--- src/rtl/vga_fetch_ctrl.sv ---
`default_nettype none
// ============================================================================
// Module      : vga_fetch_ctrl
// Description : Pixel fetch scheduler between frame memory and the VGA
//               timing/colour stage. It reads 32-bit words, each holding two
//               12-bit pixels, over a req/gnt/rvalid port that allows one
//               outstanding read. Words go into a two-word ping-pong buffer.
//               One pixel is served for each data_req_i cycle.
//               frame_start_i flushes the buffer and restarts at the frame
//               base address. A pop of an empty buffer sets a sticky
//               underflow flag.
// Option      : `define VGA_FETCH_UFLOW_CNT_EN adds a saturating 16-bit
//               underflow event counter. Without it, uflow_cnt_o is 0 and
//               the counter has no flops.
// Ports       : clk, resetn (async, active-low)
//               enable_i       - allow new memory requests
//               base_addr_i    - frame base byte address (sampled on start)
//               frame_words_i  - words per frame (sampled on start)
//               frame_start_i  - flush buffer, restart at base
//               data_req_i     - pixel consumed this cycle
//               data_o         - current pixel, 0 when buffer empty
//               mem_req_o/mem_addr_o/mem_gnt_i/mem_rvalid_i/mem_rdata_i
//                              - single-outstanding read port
//               underflow_o    - sticky pop-on-empty flag
//               busy_o         - request or response in flight
//               uflow_cnt_o    - underflow event count (optional)
// Revision    : 1.0 - initial release
// ============================================================================
module vga_fetch_ctrl #(
    parameter int AW   = 32,
    parameter int FW_W = 20
) (
    input  logic            clk,
    input  logic            resetn,
    input  logic            enable_i,
    input  logic [AW-1:0]   base_addr_i,
    input  logic [FW_W-1:0] frame_words_i,
    input  logic            frame_start_i,
    input  logic            data_req_i,
    output logic [11:0]     data_o,
    output logic            mem_req_o,
    output logic [AW-1:0]   mem_addr_o,
    input  logic            mem_gnt_i,
    input  logic            mem_rvalid_i,
    input  logic [31:0]     mem_rdata_i,
    output logic            underflow_o,
    output logic            busy_o,
    output logic [15:0]     uflow_cnt_o
);

    typedef enum logic [2:0] {
        S_IDLE  = 3'd0,
        S_REQ   = 3'd1,
        S_WAIT  = 3'd2,
        S_DRAIN = 3'd3,
        S_DONE  = 3'd4
    } state_t;

    state_t            state_q, state_d;
    // Each bank keeps only the two pixel fields: {pixel1, pixel0}.
    logic [1:0][23:0]  bank_q, bank_d;
    logic [1:0]        valid_q, valid_d;
    logic              rd_bank_q, rd_bank_d;
    logic              wr_bank_q, wr_bank_d;
    logic              pix_sel_q, pix_sel_d;
    logic [AW-1:0]     addr_q, addr_d;
    logic [FW_W-1:0]   words_left_q, words_left_d;
    logic              mem_req_q, mem_req_d;
    logic              busy_q, busy_d;
    logic              underflow_q, underflow_d;
    logic              next_ok;

    // The nibbles between the pixel fields carry no pixel information.
    logic unused_rdata_bits;
    assign unused_rdata_bits = ^{mem_rdata_i[31:28], mem_rdata_i[15:12]};

    assign data_o = !valid_q[rd_bank_q] ? 12'h000 :
                    (pix_sel_q ? bank_q[rd_bank_q][23:12] : bank_q[rd_bank_q][11:0]);

    assign mem_req_o   = mem_req_q;
    assign mem_addr_o  = addr_q;
    assign busy_o      = busy_q;
    assign underflow_o = underflow_q;

    always_comb begin
        state_d      = state_q;
        bank_d       = bank_q;
        valid_d      = valid_q;
        rd_bank_d    = rd_bank_q;
        wr_bank_d    = wr_bank_q;
        pix_sel_d    = pix_sel_q;
        addr_d       = addr_q;
        words_left_d = words_left_q;
        underflow_d  = underflow_q;

        if (frame_start_i) begin
            valid_d      = 2'b00;
            rd_bank_d    = 1'b0;
            wr_bank_d    = 1'b0;
            pix_sel_d    = 1'b0;
            underflow_d  = 1'b0;
            addr_d       = base_addr_i;
            words_left_d = frame_words_i;
        end else begin
            // The consumer pops from rd_bank and the fill writes wr_bank.
            // Both can happen in the same cycle: a fill only lands on an
            // invalid bank and a pop only drains a valid one.
            if (data_req_i) begin
                if (valid_q[rd_bank_q]) begin
                    pix_sel_d = ~pix_sel_q;
                    if (pix_sel_q) begin
                        valid_d[rd_bank_q] = 1'b0;
                        rd_bank_d          = ~rd_bank_q;
                    end
                end else begin
                    underflow_d = 1'b1;
                end
            end
            if (state_q == S_WAIT && mem_rvalid_i) begin
                bank_d[wr_bank_q]  = {mem_rdata_i[27:16], mem_rdata_i[11:0]};
                valid_d[wr_bank_q] = 1'b1;
                wr_bank_d          = ~wr_bank_q;
            end
            if (state_q == S_REQ && mem_gnt_i) begin
                addr_d = addr_q + AW'(4);
                if (words_left_q != '0) begin
                    words_left_d = words_left_q - FW_W'(1);
                end
            end
        end

        // A new request may follow a fill directly. The check uses the
        // buffer state after this cycle's fill and pop.
        next_ok = enable_i && !valid_d[wr_bank_d] && (words_left_q != '0);

        case (state_q)
            S_IDLE:  if (enable_i && !valid_q[wr_bank_q] && words_left_q != '0) state_d = S_REQ;
            S_REQ:   if (mem_gnt_i) state_d = S_WAIT;
            S_WAIT:  if (mem_rvalid_i) begin
                         if (words_left_q == '0) state_d = S_DONE;
                         else                    state_d = next_ok ? S_REQ : S_IDLE;
                     end
            S_DRAIN: if (mem_rvalid_i) state_d = S_IDLE;
            S_DONE:  state_d = S_DONE;
            default: state_d = S_IDLE;
        endcase

        // A restart must still absorb a response that has already been
        // granted. That response is discarded in DRAIN. A response arriving
        // in the restart cycle itself is dropped along with the flush.
        if (frame_start_i) begin
            case (state_q)
                S_REQ:   state_d = mem_gnt_i ? S_DRAIN : S_IDLE;
                S_WAIT:  state_d = mem_rvalid_i ? S_IDLE : S_DRAIN;
                S_DRAIN: state_d = mem_rvalid_i ? S_IDLE : S_DRAIN;
                default: state_d = S_IDLE;
            endcase
        end

        mem_req_d = (state_d == S_REQ);
        busy_d    = (state_d == S_REQ) || (state_d == S_WAIT) || (state_d == S_DRAIN);
    end

    always_ff @(posedge clk or negedge resetn) begin
        if (!resetn) begin
            state_q      <= S_IDLE;
            bank_q       <= '0;
            valid_q      <= 2'b00;
            rd_bank_q    <= 1'b0;
            wr_bank_q    <= 1'b0;
            pix_sel_q    <= 1'b0;
            addr_q       <= '0;
            words_left_q <= '0;
            mem_req_q    <= 1'b0;
            busy_q       <= 1'b0;
            underflow_q  <= 1'b0;
        end else begin
            state_q      <= state_d;
            bank_q       <= bank_d;
            valid_q      <= valid_d;
            rd_bank_q    <= rd_bank_d;
            wr_bank_q    <= wr_bank_d;
            pix_sel_q    <= pix_sel_d;
            addr_q       <= addr_d;
            words_left_q <= words_left_d;
            mem_req_q    <= mem_req_d;
            busy_q       <= busy_d;
            underflow_q  <= underflow_d;
        end
    end

`ifdef VGA_FETCH_UFLOW_CNT_EN
    logic [15:0] uflow_cnt_q, uflow_cnt_d;

    always_comb begin
        uflow_cnt_d = uflow_cnt_q;
        // A restart outranks an underflow in the same cycle.
        if (data_req_i && !valid_q[rd_bank_q] && !frame_start_i && uflow_cnt_q != 16'hFFFF) begin
            uflow_cnt_d = uflow_cnt_q + 16'd1;
        end
    end

    always_ff @(posedge clk or negedge resetn) begin
        if (!resetn) uflow_cnt_q <= 16'h0000;
        else         uflow_cnt_q <= uflow_cnt_d;
    end

    assign uflow_cnt_o = uflow_cnt_q;
`else
    assign uflow_cnt_o = 16'h0000;
`endif

endmodule
`default_nettype wire

--- config.mk ---
export PLATFORM = sky130hd
export DESIGN_NAME = vga_fetch_ctrl
export DESIGN_NICKNAME = d
export VERILOG_FILES = /design/src/rtl/vga_fetch_ctrl.sv
export SDC_FILE = /design/constraint.sdc
export NUM_CORES = 1
export LEC_CHECK = 0
export BUFFER_PORTS_ARGS = -buffer_cell sky130_fd_sc_hd__buf_2
export CAP_MARGIN = 20
export CORE_ASPECT_RATIO = 0.7
export CORE_MARGIN = 5
export CORE_UTILIZATION = 50
export DETAILED_ROUTE_END_ITERATION = 7
export PLACE_DENSITY = 0.85
export SYNTH_ARGS = -nofsm -noshare
export SYNTH_HDL_FRONTEND = slang
export SYNTH_SLANG_ARGS = --single-unit
export TNS_END_PERCENT = 50
--- constraint.sdc ---
create_clock -name clk -period 6.8 [get_ports clk]
set_input_delay 0.68 -clock clk [delete_from_list [all_inputs] [get_ports clk]]
set_output_delay 0.68 -clock clk [all_outputs]
set_load 0.01 [all_outputs]
==> results_dict.tcl <==
set metrics [dict create \
    die_area_mm2 0.0143 \
    slowest_stage "or3_1" \
    worst_pin_slew_ns 1.09 \
    vias 5000 \
    synthFlopType "dfrtp_1" \
    holdWs_ns 0.290 \
    row_count 33 \
    final_cell_mix "128 x buf_2, 111 x dfrtp_1, 52 x mux2_2" \
    cts.sinks 111 \
    reg2reg_slack_ns 3.80 \
    max-cap-violations 0 \
    wl_mm 15.0 \
    seq_area_frac_synth_pct 46.6 \
    crit_path_max_fanout 17 \
    cts_root_buffer "clkbuf_16" \
    grt_max_degree 76 \
    ir_worst_vdd_uv 139 \
    ctsResizeCount 0 \
    grt-ovfl-total 0 \
    antenna_found_initial 0 \
    ys_ff_latch 111 \
    drc_errors 0 \
    crit_path_max_incr_delay_ns 0.85 \
    dr.pass1.iters 5 \
    final_cells 839 \
    grt_pass1_vias 4996 \
    ant_nets 0 \
    die_x_um 141 \
    grt.total_usage_pct 21.6 \
    netlist_area_mm2 0.00597 \
    numPortBuffers 129 \
    first_iter_violations 401 \
    period_minus_slack_ns 3.00 \
    placed_area_mm2 0.00664 \
    synthCells 572 \
    vias_per_cell 5.96 \
    yosysUniqueCellTypes 55 \
    finish.net_count 772 \
    area_growth_syn_to_layout_pct 17.1 \
    setup_viol 0 \
    syn_avg_cell_area_um2 10.4 \
    setup-tns-final_ns 0 \
    hp-class "primary input to async pin" \
    clkLatencyLatePin_ns 0.34 \
    cts_tree "yes" \
    cts-htree-levels 3 \
    slew_headroom_pct 26.9 \
    routabilityCongestion 0.846 \
    post-route-period-util_pct 44.1 \
    drive_gt1_share_pct 31.5 \
    ios 154 \
    grt_setup_unrepaired "false" \
    grt_pass1_wl_mm 25.3 \
    p_leak_nw 2.99 \
    initial_core_util_pct 51.1 \
    clk_pin_slew_worst_paths_ns 0.07 \
    n_antenna_cell 0 \
    post-place-ws_ns 3.65 \
    clk_path_buf_depth 2 \
    design_area_mm2 0.00698 \
    drv_slew 0 \
    crit_chain "nand4bb_1, or3_1, or4_1, a31oi_1" \
    status "finished, final reports clean" \
    dp_hpwl_mm 10.8 \
    utilization_pct 59.8 \
    arrival_ns 3.26 \
    fillers 942 \
    fmax_ghz 0.334 \
    die-height_um 101 \
    end_kind "flip-flop" \
    yosys_warnings 0 \
    cts_made_buffers 9 \
    ys_async_sr_fraction_pct 100 \
    postCtsHoldBufs 0 \
    final_common_cell "buf_2" \
    wire_per_inst_um 17.9 \
    critical_path_class "flip-flop to flip-flop" \
    powerDensity_mw_per_mm2 290 \
    post-cts-setup-buffers 0 \
    finalHoldViolCount 0 \
    required_ns 7.06 \
    synth_edf_count 0 \
    worst_setup_path_start_kind "flip-flop" \
    finalClockSkew_ns 0.00674 \
    dp.cells 824 \
    core_mm2 0.0117 \
    fin_ws_ns 3.80 \
    power.total_mw 2.03 \
]
final timing paths:
check | cells after the start | to | startpoint
hold reg to reg | 1 | bank_q[20] | bank_q[20]
hold / removal | 1 | bank_q[5] | resetn
setup reg to reg | 4 | mem_addr_o[18] | state_q[2]
min in group clk | 1 | bank_q[20] | bank_q[20]
setup / recovery | 4 | mem_addr_o[18] | state_q[2]
max in group asynchronous | 2 | bank_q[20] | resetn
flip-flops by register name (all words and copies together), names as in the netlist:
register	count
wr_bank_q	1
valid_q	2
rd_bank_q	1
busy_o	1
pix_sel_q	1
mem_addr_o	32
words_left_q	20
mem_req_o	1
underflow_o	1
state_q	3
bank_q	48
metal layers:
| layer | GRT usage [%] | vias up | routed length, um | part of all wire [%] |
|---|---|---|---|---|
| li1 | - | 2322 | - | - |
| met1 | 29.2 | 2463 | 6420 | 43 |
| met2 | 37.1 | 195 | 7640 | 51 |
| met3 | 3.49 | 20 | 754 | 5.0 |
| met4 | 4.99 | 0 | 230 | 1.5 |
| met5 | 0 | - | 0 | 0 |
cell usage after synthesis, types with 4 or more instances:
cell      count  share of area [%]
mux4_2       12                4.5
mux2_2       52                9.8
a31oi_1      29                3.0
buf_4        16                2.0
nand3_1      20                1.7
nor3_1       11               0.92
nand2b_1      4               0.42
inv_1        10               0.63
o31ai_1      24                3.0
o21ai_0      23                1.9
buf_2         5               0.42
and4_1        6               0.88
a21oi_1      10               0.84
or4_1        26                3.3
dfrtp_1     111                 47
nor2b_1      15                1.6
nor4_1        8               0.84
nor2_1       45                2.8
buf_1         4               0.25
clkbuf_1     28                1.8
xnor2_1      10                1.5
nand4b_1      4               0.59
nand2_1      36                2.3
nand4_1      10                1.0
or3_1         6               0.63
worst max-delay path, delay by kind of cell (launching register included):
family	cells	cell delay [ns]
AND/OR/NAND/NOR	3	2.25
flip-flops	1	0.47
AO/OA/AOI/OAI	1	0.19
layout make-up:
type                       instances  area (um2)  area share [%]
clock buffer                      12         256            3.67
inverter                          11        41.3           0.591
sequential                       111        2780            39.8
tap                              157         196            2.81
timing repair buffer             133         678            9.71
clock inverter                     3        90.1            1.29
multi-input combinational        412        2940            42.1
where the power goes:
part / total (mW) / switching, mW / internal, mW
registers: 0.942 / 0.122 / 0.820
logic: 0.478 / 0.214 / 0.263
clock network: 0.607 / 0.228 / 0.379
kinds of logic (layout without fill, tap and decap cells):
group	count (synthesis)	in the layout	share of synthesized area, %
DFF	111	111	46.6
other	1	16	0.0629
muxes	66	66	14.7
adders and majority gates	3	3	0.629
and+or+nand+nor	205	205	19.0
xor gates and xnor gates	13	13	1.91
AOI/OAI and AO/OA	109	109	12.0
buffers and inverters	64	159	5.14
Power figures use the tool's default switching activity.
